==> src/rtl/branch_resolve_unit_pkg.sv <==
// Shared definitions for the branch resolve unit: op codes and PHT counter helpers.
package branch_resolve_unit_pkg;

  localparam int unsigned BR_OP_WD = 4;

  // Branch/jump operation codes as presented by decode
  typedef enum logic [BR_OP_WD-1:0] {
    BrOpNone = 4'd0,
    BrOpBeq  = 4'd1,
    BrOpBne  = 4'd2,
    BrOpBlt  = 4'd3,
    BrOpBge  = 4'd4,
    BrOpBltu = 4'd5,
    BrOpBgeu = 4'd6,
    BrOpB    = 4'd7,
    BrOpBl   = 4'd8,
    BrOpJirl = 4'd9
  } br_op_e;

  // Counter reset value: weakly not-taken, i.e. just below the taken threshold
  function automatic int unsigned pht_ctr_init(input int unsigned ctr_wd);
    return (32'd1 << (ctr_wd - 1)) - 32'd1;
  endfunction

  // Conditional ops are the only ones that train the direction table
  function automatic logic is_cond_op(input br_op_e op);
    return (op == BrOpBeq) || (op == BrOpBne) || (op == BrOpBlt) ||
           (op == BrOpBge) || (op == BrOpBltu) || (op == BrOpBgeu);
  endfunction

  // Any real control-transfer op (excludes NONE and unused encodings)
  function automatic logic is_branch_op(input br_op_e op);
    return is_cond_op(op) || (op == BrOpB) || (op == BrOpBl) || (op == BrOpJirl);
  endfunction

endpackage

==> src/rtl/branch_resolve_unit_bru_pht.sv <==
// bru_pht: pattern history table of saturating direction counters.
// Combinational read port for fetch, single synchronous update port from retire.
// A same-cycle read of the entry being updated returns the pre-update value.
module bru_pht
  import branch_resolve_unit_pkg::*;
#(
  parameter int unsigned IDX_WD = 6,
  parameter int unsigned CTR_WD = 2
) (
  input  logic              clk,
  input  logic              resetn,
  input  logic [IDX_WD-1:0] rd_idx,
  output logic              rd_taken,
  input  logic              upd_en,
  input  logic [IDX_WD-1:0] upd_idx,
  input  logic              upd_taken
);

  localparam int unsigned       Entries = 2 ** IDX_WD;
  localparam logic [CTR_WD-1:0] CtrInit = CTR_WD'(pht_ctr_init(CTR_WD));
  localparam logic [CTR_WD-1:0] CtrMax  = '1;

  logic [CTR_WD-1:0] ctr_q [Entries];
  logic [CTR_WD-1:0] upd_cur;
  logic [CTR_WD-1:0] upd_ctr_d;

  assign upd_cur = ctr_q[upd_idx];

  // Saturating increment/decrement of the entry being trained
  always_comb begin
    upd_ctr_d = upd_cur;
    if (upd_taken) begin
      if (upd_cur != CtrMax) upd_ctr_d = upd_cur + CTR_WD'(1);
    end else begin
      if (upd_cur != '0) upd_ctr_d = upd_cur - CTR_WD'(1);
    end
  end

  // Counter array with async reset to weak not-taken
  always_ff @(posedge clk or negedge resetn) begin
    if (!resetn) begin
      for (int i = 0; i < Entries; i++) ctr_q[i] <= CtrInit;
    end else if (upd_en) begin
      ctr_q[upd_idx] <= upd_ctr_d;
    end
  end

  assign rd_taken = ctr_q[rd_idx][CTR_WD-1];

endmodule

==> src/rtl/branch_resolve_unit.sv <==
// branch_resolve_unit: registered resolve stage for branches/jumps.
// Resolves direction and target from the stage registers, flags mispredicts against the
// fetch-predicted PC, pulses br_cancel on output fire, and trains a PHT read by fetch.
// Optional build macro BRU_STAT_EN adds branch and mispredict statistic counters.
module branch_resolve_unit
  import branch_resolve_unit_pkg::*;
#(
  parameter int unsigned DATA_WD    = 32,
  parameter int unsigned PHT_IDX_WD = 6,
  parameter int unsigned CTR_WD     = 2
) (
  input  logic               clk,
  input  logic               resetn,
  input  logic               in_valid,
  output logic               in_ready,
  input  logic [BR_OP_WD-1:0] in_br_op,
  input  logic [DATA_WD-1:0] in_pc,
  input  logic [DATA_WD-1:0] in_pred_pc,
  input  logic [DATA_WD-1:0] in_offs,
  input  logic [DATA_WD-1:0] in_src1,
  input  logic [DATA_WD-1:0] in_src2,
  input  logic               flush,
  output logic               out_valid,
  input  logic               out_ready,
  output logic [DATA_WD-1:0] out_next_pc,
  output logic [DATA_WD-1:0] out_link_pc,
  output logic               br_cancel,
  output logic [DATA_WD-1:0] redirect_pc,
  input  logic [DATA_WD-1:0] lk_pc,
  output logic               lk_taken
`ifdef BRU_STAT_EN
  ,
  output logic [31:0]        stat_br_cnt,
  output logic [31:0]        stat_mispred_cnt
`endif
);

  logic               valid_q;
  br_op_e             op_q;
  logic [DATA_WD-1:0] pc_q;
  logic [DATA_WD-1:0] pred_q;
  logic [DATA_WD-1:0] offs_q;
  logic [DATA_WD-1:0] src1_q;
  logic [DATA_WD-1:0] src2_q;

  logic               accept;
  logic               out_fire;
  logic               taken;
  logic               mispredict;
  logic [DATA_WD-1:0] target;
  logic [DATA_WD-1:0] seq_pc;
  logic [DATA_WD-1:0] next_pc;
  logic               pht_upd_en;

  assign in_ready = ~valid_q | out_ready;
  // A flush in the same cycle discards the incoming request
  assign accept   = in_valid & in_ready & ~flush;
  // A flushed entry never fires, so it neither cancels nor trains
  assign out_fire = valid_q & out_ready & ~flush;

  // Stage valid and payload registers; payload only moves on accept
  always_ff @(posedge clk or negedge resetn) begin
    if (!resetn) begin
      valid_q <= 1'b0;
      op_q    <= BrOpNone;
      pc_q    <= '0;
      pred_q  <= '0;
      offs_q  <= '0;
      src1_q  <= '0;
      src2_q  <= '0;
    end else begin
      if (flush) begin
        valid_q <= 1'b0;
      end else if (in_ready) begin
        valid_q <= in_valid;
      end
      if (accept) begin
        op_q   <= br_op_e'(in_br_op);
        pc_q   <= in_pc;
        pred_q <= in_pred_pc;
        offs_q <= in_offs;
        src1_q <= in_src1;
        src2_q <= in_src2;
      end
    end
  end

  // Direction and target resolution from the registered operands
  always_comb begin
    taken  = 1'b0;
    target = pc_q + offs_q;
    unique case (op_q)
      BrOpBeq:  taken = (src1_q == src2_q);
      BrOpBne:  taken = (src1_q != src2_q);
      BrOpBlt:  taken = ($signed(src1_q) < $signed(src2_q));
      BrOpBge:  taken = ($signed(src1_q) >= $signed(src2_q));
      BrOpBltu: taken = (src1_q < src2_q);
      BrOpBgeu: taken = (src1_q >= src2_q);
      BrOpB,
      BrOpBl:   taken = 1'b1;
      BrOpJirl: begin
        taken  = 1'b1;
        target = src1_q + offs_q;
      end
      default:  taken = 1'b0;
    endcase
  end

  assign seq_pc     = pc_q + DATA_WD'(4);
  assign next_pc    = taken ? target : seq_pc;
  assign mispredict = (next_pc != pred_q);

  assign out_valid   = valid_q;
  assign out_next_pc = next_pc;
  assign out_link_pc = seq_pc;
  assign redirect_pc = next_pc;
  assign br_cancel   = out_fire & mispredict;

  assign pht_upd_en = out_fire & is_cond_op(op_q);

  bru_pht #(
    .IDX_WD (PHT_IDX_WD),
    .CTR_WD (CTR_WD)
  ) u_pht (
    .clk       (clk),
    .resetn    (resetn),
    .rd_idx    (lk_pc[PHT_IDX_WD+1:2]),
    .rd_taken  (lk_taken),
    .upd_en    (pht_upd_en),
    .upd_idx   (pc_q[PHT_IDX_WD+1:2]),
    .upd_taken (taken)
  );

  // PC bits outside the table index are intentionally ignored
  logic unused_pc_bits;
  assign unused_pc_bits = ^{lk_pc[DATA_WD-1:PHT_IDX_WD+2], lk_pc[1:0]};

`ifdef BRU_STAT_EN
  logic [31:0] br_cnt_q;
  logic [31:0] mispred_cnt_q;

  // Saturating statistic counters
  always_ff @(posedge clk or negedge resetn) begin
    if (!resetn) begin
      br_cnt_q      <= '0;
      mispred_cnt_q <= '0;
    end else begin
      if (out_fire && is_branch_op(op_q) && (br_cnt_q != '1)) begin
        br_cnt_q <= br_cnt_q + 32'd1;
      end
      if (br_cancel && (mispred_cnt_q != '1)) begin
        mispred_cnt_q <= mispred_cnt_q + 32'd1;
      end
    end
  end

  assign stat_br_cnt      = br_cnt_q;
  assign stat_mispred_cnt = mispred_cnt_q;
`endif

endmodule
==> config.mk <==
export PLATFORM = sky130hd
export DESIGN_NAME = branch_resolve_unit
export DESIGN_NICKNAME = d
export VERILOG_FILES = /design/src/rtl/branch_resolve_unit_pkg.sv /design/src/rtl/branch_resolve_unit_bru_pht.sv /design/src/rtl/branch_resolve_unit.sv
export SDC_FILE = /design/constraint.sdc
export NUM_CORES = 1
export LEC_CHECK = 0
export CAP_MARGIN = 0
export CORE_MARGIN = 2
export CORE_UTILIZATION = 52
export DETAILED_ROUTE_END_ITERATION = 12
export PLACE_DENSITY = 0.78
export SLEW_MARGIN = 10
export SYNTH_ARGS = -nofsm -noshare
export SYNTH_HDL_FRONTEND = slang
export SYNTH_HIERARCHICAL = 1
export SYNTH_SLANG_ARGS = --single-unit
==> constraint.sdc <==
create_clock -name clk -period 6.2 [get_ports clk]
set_input_delay 1.24 -clock clk [delete_from_list [all_inputs] [get_ports clk]]
set_output_delay 1.24 -clock clk [all_outputs]
set_load 0.01 [all_outputs]
# Word-level counts from Yosys, hierarchy flattened
# Cells that the tools add are included.
[totals]
memories = 0
latchBits = 0
inputBits = 201
mem_bits_rw = 0
wordCells = 133
out_inout_bits = 100
rom_bits = 0
register_bits = 293
[op_classes]
n_bitwise = 11
div_mod_pow = 0
muxes = 17
n_eq_ne = 13
addsub = 5
reduce_logical = 9
n_shift = 0
magnitude_cmp = 7
mul = 0
[op_table]
columns = ["op", "n"]
rows = [
  ["$bwmux 128", 1],
  ["$add 32x32->32", 2],
  ["$ge 32x32->1", 2],
  ["$lt 32x32->1", 2],
  ["$mux 32", 2],
  ["$ne 32x32->1", 2],
  ["$add 32x3->32 const B", 1],
  ["$eq 32x32->1", 1],
  ["$bmux 2 s6", 2],
  ["$eq 4x3->1 const B", 4],
  ["$mux 2", 8],
  ["$ge 7x7->1 const B", 2],
  ["$not 6->7", 2],
  ["$demux 2 s6", 1],
  ["$eq 4x2->1 const B", 2],
  ["$eq 4x4->1 const B", 2],
  ["$lt 7x1->1 const B", 1],
  ["$pmux 1 s7", 1],
  ["$and 1x1->1", 6],
  ["$logic_or 1x1->1", 5],
  ["$eq 4x1->1 const B", 1],
  ["$reduce_bool 2->1", 2],
  ["$reduce_or 3->1", 1],
  ["$add 2x1->2 const B", 1],
  ["6 further kinds", 8],
]

# Longest topological paths before layout
# Gate-level depths: netlist of the first run.
[depth]
depth_word = 8
mapped_depth = 20
depth_no_buf = 17

# Cells and area by module
# The synthesis of the first run kept the hierarchy.
[by_module_without_submodules]
columns = ["module", "cells_each", "seq_area_each_um2", "instances", "area_each_um2"]
rows = [
  ["branch_resolve_unit", 1200, 4129.0, 1, 11608.6],
  ["bru_pht", 652, 3283.1, 1, 6946.7],
]

# Worst setup path before layout of the first run
# OpenSTA, ideal clock, no wires.
[synth_path]
kind = "flip-flop to output port"
from = "register op_q[1]"
to = "output br_cancel"
t_arrival_ns = 4.430
path_slack_ns = 0.530
n_path_buf = 3
t_required_ns = 4.960
path_stages_with_launch = 19
cell_sequence = "dfrtp_1 -> clkbuf_1 -> nor2_1 -> and3_1 -> clkbuf_1 -> clkbuf_1 -> mux2_2 -> ha_1 -> nand2_1 -> nor4_2 -> and4bb_1 -> o31a_1 -> o21bai_1 -> xor2_1 -> xnor2_1 -> o2111ai_1 -> a2111oi_0 -> o2111a_1 -> nor2_1"
[synth_between]
elab_chain_cells = 6
word_cells_on_any_way = 15
classes_between = "10 x eq/ne; 3 x mux; 1 x bitwise; 1 x reduce/logical"
[synth_rtl]
columns = ["element", "line", "text"]
rows = [
  ["start, declared", "branch_resolve_unit.sv:39", "br_op_e op_q;"],
  ["start signal, assigned", "branch_resolve_unit.sv:65", "op_q <= BrOpNone;"],
  ["start signal, assigned", "branch_resolve_unit.sv:78", "op_q <= br_op_e'(in_br_op);"],
  ["$eq 4x4->1 or $eq 4x3->1 (tied branches)", "branch_resolve_unit.sv:92", "unique case (op_q)"],
  ["$reduce_or 3->1 (no line)", "-", ""],
  ["$pmux 1 s7", "branch_resolve_unit.sv:92", ""],
  ["$mux 32 (*)", "branch_resolve_unit.sv:110", "assign next_pc = taken ? target : seq_pc;"],
  ["$ne 32x32->1 (*)", "branch_resolve_unit.sv:111", "assign mispredict = (next_pc != pred_q);"],
  ["$and 1x1->1 (*)", "branch_resolve_unit.sv:117", "assign br_cancel = out_fire & mispredict;"],
  ["end, declared", "branch_resolve_unit.sv:27", "output logic br_cancel,"],
]
# Mark *: on every way between the ends. The rest lies on a longest branch, timed or not.

# Worst setup path in the final report of the first run
# Same ends and word-level chain as after synthesis.

==> run_results.csv, run 1 <==
group,metric,value,unit
outcome,status,"complete, but fails checks",
outcome,violations,"setup timing",
global_route,grt_pass1_vias,16333,
clock_tree,clk_pin_slew,0.06,ns
global_route,grt_max_degree,205,
clock_tree,clockBufferDepth,3,
clock_tree,cts.htree.levels,2,
global_route,grt_overflow,0,
timing,final.setup.worst_slack,-0.112,ns
timing,skew,0.0162,ns
final_layout,drive_gt1_share,28.6,%
floorplanning,fp.dieW,193,um
route,dr_total_vias,16268,
route,drc,0,
clock_tree,insertion_delay,0.54,ns
critical_path,cp_slowest_stage_delay,0.57,ns
synthesis,synth_fp_nets,2118,
power,comb_power_share,49.2,%
timing,worst_slew_pin_slew,1.16,ns
synthesis,yosysUniqueCellTypes,99,
clock_tree,cts_tree,"done",
synthesis,synth_edf_count,0,
global_route,track_usage,33.1,%
timing,post-route-period-util,102,%
route,drt-total-wl,61.6,mm
worst_hold_path,min_path_type,"reg2reg",
route,wire_per_inst,23.1,um
timing,drv_slew,0,
clock_tree,root_buffer,"clkbuf_16",
place,placed_cells,2582,
synthesis,yosysSeqAreaShare,39.9,%
power,ir_drop,0.246,mV
power,pwr-share-clk,23.3,%
timing,slew_headroom,22.5,%
critical_path,crit_type,"reg2out",
clock_tree,ctsHoldBuffers,0,
clock_tree,numCtsBuffers,34,
place,place_congestion,0.987,
floorplanning,core,35400,um^2
final_layout,syn_to_final_growth,29.3,%
job,cap_violations,0,
floorplanning,fp.dieH,193,um
place,dp_hpwl,44.6,mm
route,ant_nets,0,
timing,rsz0062_at_grt,"yes",
power,sw_frac_of_total,38.5,%
synthesis,synth-seq-cells,293,
synthesis,syn_avg_cell_area,10.0,um^2
timing,timing.fmax,0.158,GHz
critical_path,critPathBufInv,3,
timing,setup_violations,1,
power,seqPwrFrac,27.5,%
critical_path,crit_slowest_cell,"or4_4",
power,internal_power,0.00533,W
critical_path,path_cells,"nor2_2 -> and3_4 -> buf_12 -> buf_4 -> nand2_1 -> o21ai_0 -> ha_2 -> nor2b_4 -> o21ai_2 -> nand2b_1 -> xnor2_2 -> o2111ai_1 -> or4_4 -> a2111oi_4 -> nand4_1 -> a2111oi_4 -> o2111a_2 -> nor2_1 -> buf_2",
critical_path,worst_setup_path_end_kind,"primary output",
synthesis,postSynth.asyncResetShare,100,%
clock_tree,clock_sinks,293,
critical_path,cp_common_cell,"a2111oi_4",
power,p_sw,0.00334,W
route,drt_first_pass_iters,5,
synthesis,synth_flop_cell,"dfrtp_1",
critical_path,arrival,5.07,ns
timing,period_minus_slack,6.31,ns
timing,finalHoldViolations,0,
critical_path,start_kind,"register",
floorplanning,die-area,37200,um^2
critical_path,crit_fanout,5,
route,drt_iter0_drc,1619,
critical_path,ff2ff_setup_slack,1.66,ns
global_route,antenna_found_initial,2,
power,power.density,362,nW/um^2
final_layout,stdcell_count,2668,
floorplanning,rows,69,
floorplanning,num_io_pins,301,
synthesis,yosys_warnings,6,
critical_path,cp.required,4.96,ns
final_layout,fin_nets,2445,
critical_path,cpLargestDelayFamily,"simple AND/OR/NAND/NOR gates",
floorplanning,initial_core_util,52.4,%
global_route,grt_pass1_wl,93.8,mm
final_layout,final_util,67.8,%
route,vias_per_cell,6.10,
place,io_buffers,274,
synthesis,syn_area,18600,um^2
power,p_leak,9.79,nW
synthesis,postSynthCellCount,1852,
cell usage in the layout (no fill, tap or decap), drive strengths merged, types with 7 or more instances in the layout:
master / Yosys / final
a221oi: 7 / 7
a31oi: 8 / 8
xor2: 42 / 42
o21ai: 230 / 230
mux2i: 15 / 15
mux2: 169 / 169
nand3b: 9 / 9
nor3: 26 / 26
clkdlybuf4s50: 0 / 268
a22oi: 12 / 12
clkinv: 0 / 9
ha: 64 / 64
o211ai: 7 / 7
nand2b: 10 / 10
a21o: 14 / 14
o2111ai: 8 / 8
nand3: 32 / 32
clkbuf: 47 / 49
xnor2: 42 / 42
nor4: 11 / 11
dfrtp: 229 / 229
and3: 15 / 15
nor2: 63 / 63
mux4: 36 / 36
nor3b: 7 / 7
nor2b: 10 / 10
and2: 9 / 9
nand4: 27 / 27
buf: 78 / 144
a21oi: 61 / 61
inv: 77 / 77
dfstp: 64 / 64
nand2: 314 / 314
flip-flops by register name, summed over array words and instances (netlist names):
| signal | flops |
|---|---|
| u_pht/ctr_q | 128 |
| offs_q | 32 |
| pc_q | 32 |
| pred_q | 32 |
| src1_q | 32 |
| src2_q | 32 |
| op_q | 4 |
| out_valid | 1 |
kinds of logic (layout without fill, tap and decap cells):
group	Yosys count	after routing	synth area share (%)
adders and majority gates	67	67	4.56
other	0	2	0
muxes	220	220	15.5
AOI/OAI and AO/OA	427	427	15.5
buffers and inverters	202	555	5.68
DFF	293	293	39.9
and+or+nand+nor	553	553	14.1
xor gates and xnor gates	90	90	4.71
Yosys cell counts, types with 42 or more instances:
cell type,count,area share (%)
a21oi_1,57,1.5
clkbuf_1,47,0.95
dfrtp_1,229,31
dfstp_2,64,9.1
ha_1,64,4.3
inv_1,76,1.5
mux2_2,167,10
nand2_1,314,6.4
nor2_1,62,1.3
o21ai_0,99,2.7
o21ai_1,61,1.6
o21ai_2,70,3.3
xnor2_1,42,2.0
xor2_1,42,2.0
cell type report:
type,count,area (um^2)
tap,461,577
clock inverter,13,141
multi-input combinational,1357,10700
clock buffer,49,978
fill,2730,11400
antenna,2,5.00
inverter,77,292
timing repair buffer,416,3930
sequential,293,7410
layer usage:
| metal | wire (um) | share of wire (%) | GRT usage (%) |
|---|---|---|---|
| met1 | 25200 | 41 | 44.0 |
| met2 | 29000 | 47 | 54.1 |
| met3 | 5040 | 8.2 | 5.93 |
| met4 | 2370 | 3.9 | 12.8 |
| met5 | 0 | 0 | 0 |
stage by stage:
stage | hold WS, ns | area (um^2) | power, W | setup WS, ns | setup TNS, ns
global placement | 0.458 | 22100 | 0.00616 | -0.218 | -0.218
detailed placement | 0.461 | 22100 | 0.00620 | -0.247 | -0.247
finish | 0.470 | 24000 | 0.00868 | -0.112 | -0.112
global route | 0.476 | 24000 | 0.00904 | -0.201 | -0.246
CTS | 0.471 | 23800 | 0.00850 | 0.00346 | 0
floorplan | 0.453 | 18600 | 0.00459 | 0.530 | 0
power groups by stage:
stage               Combinational, W  Sequential [W]  Clock (W)
floorplan                    0.00232         0.00227          0
CTS                          0.00408         0.00237    0.00205
detailed placement           0.00380         0.00240          0
global placement             0.00377         0.00239          0
finish                       0.00427         0.00239    0.00202
global route                 0.00451         0.00240    0.00212
what timing repair did:
action | in CTS | in global routing
endpoints found under the hold margin | 0 | 0
setup endpoints to repair | 8 | 9
pin swaps | 45 | 28
gates cloned | 1 | 0
gates resized for setup | 81 | 31
buffers inserted | 13 | 10
worst reg2reg max path, delay by kind of cell (launching register included):
family	cells	cell delay, ns
buffers and inverters	3	0.73
and+or+nand+nor	3	0.97
AOI/OAI and AO/OA	4	0.80
DFF	1	0.50
adders and majority gates	2	1.41
path summary, 6_finish.rpt:
check | cells after the start | endpoint | from
setup / recovery | 19 | br_cancel | op_q[1]
hold / removal | 2 | u_pht/ctr_q[68] | u_pht/ctr_q[68]
setup reg to reg | 12 | u_pht/ctr_q[107] | src1_q[31]
hold reg to reg | 2 | u_pht/ctr_q[68] | u_pht/ctr_q[68]
max in group asynchronous | 2 | pred_q[14] | resetn
min in group asynchronous | 1 | src2_q[9] | resetn
No activity file was read; power rests on OpenSTA's default activity.
==> run 2: changes to the inputs <==
PLACE_DENSITY = 0.79   (was 0.78)
SYNTH_HIERARCHICAL = unset   (was 1)
==> run 2 against run 1 <==
Effect of this change:
- the run still ends with setup timing left
- global-route usage fell by 1.2 points
- synthesized cell count fell by 2.6%
- die area fell by 5.3%
- non-clock buffer count rose by 13
- highest routed layer unchanged
- power fell by 5.8%
- cell area fell by 4.1%
- largest power group unchanged
- utilization rose by 1.2 points
- wire length fell by 7.1%
- clock power barely moved
==> run_results.csv, run 2 <==
group,metric,value,unit
clock_tree,clk_pin_slew,0.07,ns
final_layout,fin_nets,2408,
floorplanning,die-area,35200,um^2
timing,finalHoldViolations,0,
final_layout,largest_register_ffs,128,
timing,post-route-period-util,103,%
final_layout,drive_gt1_share,24.2,%
synthesis,synthTopCellsByArea,"dfrtp_1 (33%), mux2_2 (10%), dfstp_2 (9.6%)",
final_layout,final_cell_mix,"nand2_1 (295), clkdlybuf4s50_1 (264), dfrtp_1 (229), o21ai_0 (199), mux2_2 (151)",
global_route,grt_max_degree,205,
floorplanning,num_io_pins,301,
final_layout,final_util,68.9,%
critical_path,crit_fanout,5,
route,drt-total-wl,57.2,mm
floorplanning,fp.dieW,188,um
synthesis,synthAdderAreaFrac,4.79,%
clock_tree,insertion_delay,0.60,ns
synthesis,postSynthCellCount,1803,
synthesis,syn_area,17500,um^2
outcome,violations,"setup timing",
clock_tree,clockBufferDepth,3,
clock_tree,clock_sinks,293,
timing,final.setup.worst_slack,-0.187,ns
synthesis,yosysMostFrequentCell,"nand2_1",
final_layout,top_register,"u_pht.ctr_q",
floorplanning,rows,67,
global_route,grt_overflow,0,
global_route,antenna_found_initial,2,
synthesis,yosysTopAreaCell,"dfrtp_1",
clock_tree,cts.htree.levels,1,
final_layout,layout_commonest_cell,"nand2_1",
clock_tree,ctsHoldBuffers,0,
timing,period_minus_slack,6.39,ns
route,drt_first_pass_iters,5,
timing,timing.fmax,0.157,GHz
synthesis,synth_top_family_by_area,"compound AO/OA/AOI/OAI gates",
synthesis,synth_compound_area_share,15.2,%
clock_tree,cts_tree,"done",
timing,setup_violations,1,
timing,drv_slew,0,
outcome,status,"complete, but fails checks",
synthesis,ys_top_cells_by_count,"nand2_1 (295), dfrtp_1 (229), o21ai_0 (203), mux2_2 (157), a22oi_1 (76)",
synthesis,synth_simple_gate_area_share,14.5,%
critical_path,cpLargestDelayFamily,"simple AND/OR/NAND/NOR gates",
critical_path,crit_slowest_cell,"or4_4",
critical_path,start_kind,"register",
synthesis,yosys_warnings,0,
critical_path,critPathBufInv,3,
synthesis,postSynth.asyncResetShare,100,%
synthesis,synth_flop_cell,"dfrtp_1",
synthesis,yosys.area.top_type_share,32.7,%
place,io_buffers,274,
route,ant_nets,0,
route,vias_per_cell,6.01,
clock_tree,numCtsBuffers,30,
synthesis,yosysUniqueCellTypes,89,
critical_path,path_cells,"nor2_2 -> and3_4 -> buf_12 -> mux2_4 -> ha_4 -> inv_2 -> fa_2 -> nor2b_4 -> o31a_1 -> o2111a_1 -> or3_4 -> nand2_4 -> xor2_4 -> nand2_1 -> mux4_2 -> or2_1 -> or4_4 -> nor4_4 -> a21oi_2 -> buf_2",
place,dp_hpwl,41.9,mm
critical_path,worst_setup_path_end_kind,"primary output",
route,drc,0,
global_route,grt_pass1_vias,15975,
final_layout,fillers,2502,
job,cap_violations,0,
route,dr_total_vias,15726,
place,dp_slack,-0.367,ns
place,place_congestion,0.998,
timing,finalSetupTns,-0.187,ns
critical_path,cp_slowest_stage_delay,0.51,ns
timing,worst_slew_pin_slew,1.28,ns
synthesis,synth-seq-cells,293,
critical_path,arrival,5.15,ns
timing,rsz0062_at_grt,"yes",
synthesis,synth_fp_nets,2069,
global_route,track_usage,31.9,%
final_layout,syn_to_final_growth,31.1,%
critical_path,crit_type,"reg2out",
power,power.density,355,nW/um^2
floorplanning,initial_core_util,52.6,%
critical_path,cp.required,4.96,ns
power,p_leak,9.45,nW
synthesis,synth_mux_area_share,13.8,%
timing,skew,0.0266,ns
synthesis,yosysSeqAreaShare,42.3,%
synthesis,synth_edf_count,0,
clock_tree,root_buffer,"clkbuf_16",
timing,slew_headroom,14.7,%
route,drt_iter0_drc,1460,
synthesis,syn_avg_cell_area,9.73,um^2
floorplanning,core,33400,um^2
floorplanning,fp.dieH,188,um
synthesis,synth-xor-area-share,4.45,%
global_route,grt_pass1_wl,88.5,mm
power,ir_drop,0.239,mV
route,wire_per_inst,21.9,um
worst_hold_path,min_path_type,"reg2reg",
run 2: cell types whose count changed in the layout (fill, tap and decap cells not counted), sizes merged, moves of 8 or more:
| cell | before | now |
|---|---|---|
| a22oi | 12 | 76 |
| buf | 144 | 156 |
| clkbuf | 49 | 39 |
| mux2 | 169 | 157 |
| mux4 | 36 | 22 |
| nand2 | 314 | 296 |
| nand4 | 27 | 43 |
| nor3 | 26 | 18 |
| o21ai | 230 | 207 |
run 2: cell families (layout without fill, tap and decap cells):
| group | count (synthesis) | count (layout) |
|---|---|---|
| AND/OR/NAND/NOR | 539 | 539 |
| AO/OA/AOI/OAI | 429 | 429 |
| flip-flops | 293 | 293 |
| multiplexers | 195 | 195 |
| buffers and inverters | 195 | 558 |
| XOR/XNOR | 85 | 85 |
| adder cells (fa/ha/maj) | 67 | 67 |
| other | 0 | 2 |
run 2: repair_timing:
action	4_1_cts	5_1_grt
gates resized for setup	38	49
pin swaps	19	32
setup endpoints to repair	14	17
endpoints found under the hold margin	0	0
setup buffers	3	4
cloned	0	1
run 2: area by class of cell:
cell class,instances,area (um^2),area share (%)
flip-flops and latches,293,7410,32.2
inverters,73,274,1.19
repair buffers,429,4020,17.5
clock buffers,38,841,3.66
clock inverters,18,280,1.22
multi-input cells,1315,9610,41.8
diodes,2,5.00,0.0218
well taps,448,561,2.44
run 2: final timing paths:
check                                 from               to  slack [ns]  depth (start not counted)
hold reg to reg            u_pht.ctr_q[58]  u_pht.ctr_q[58]        0.48                          2
setup reg to reg                src1_q[13]  u_pht.ctr_q[85]        1.68                         10
max in group asynchronous           resetn  u_pht.ctr_q[61]        4.00                          2
min in group asynchronous           resetn       src2_q[26]        0.70                          1
setup / recovery                   op_q[1]        br_cancel       -0.19                         20
hold / removal             u_pht.ctr_q[58]  u_pht.ctr_q[58]        0.48                          2
run 2: power by group:
group	total, W	leakage (nW)	internal [W]	switching (W)
Combinational	0.00384	5.39	0.00189	0.00196
Clock	0.00203	0.544	0.00122	0.000818
Sequential	0.00230	3.52	0.00211	0.000185
Total	0.00817	9.45	0.00522	0.00296
run 2: tightest hold or removal path, delay by kind of cell, from the launching register on:
kind / cells / cell delay [ns]
AOI/OAI and AO/OA: 1 / 0.06
and+or+nand+nor: 1 / 0.04
DFF: 1 / 0.37
run 2: metal layers:
layer | track usage [%] | vias to the layer above | share of wire (%) | wire length [um]
met3 | 5.20 | 185 | 7.4 | 4260
met4 | 15.9 | 0 | 5.7 | 3280
met1 | 37.5 | 7653 | 37 | 20900
met5 | 0 | - | 0 | 0
li1 | - | 7101 | - | -
met2 | 56.5 | 787 | 50 | 28800
run 2: stage by stage:
stage / total power, W / hold slack [ns] / std cells / instance area, um^2
global route: 0.00854 / 0.493 / 2616 / 23000
finish: 0.00817 / 0.479 / 2616 / 23000
global placement: 0.00585 / 0.464 / 2550 / 21400
detailed placement: 0.00592 / 0.472 / 2550 / 21400
CTS: 0.00803 / 0.481 / 2609 / 22700
floorplan: 0.00430 / 0.458 / 1803 / 17500
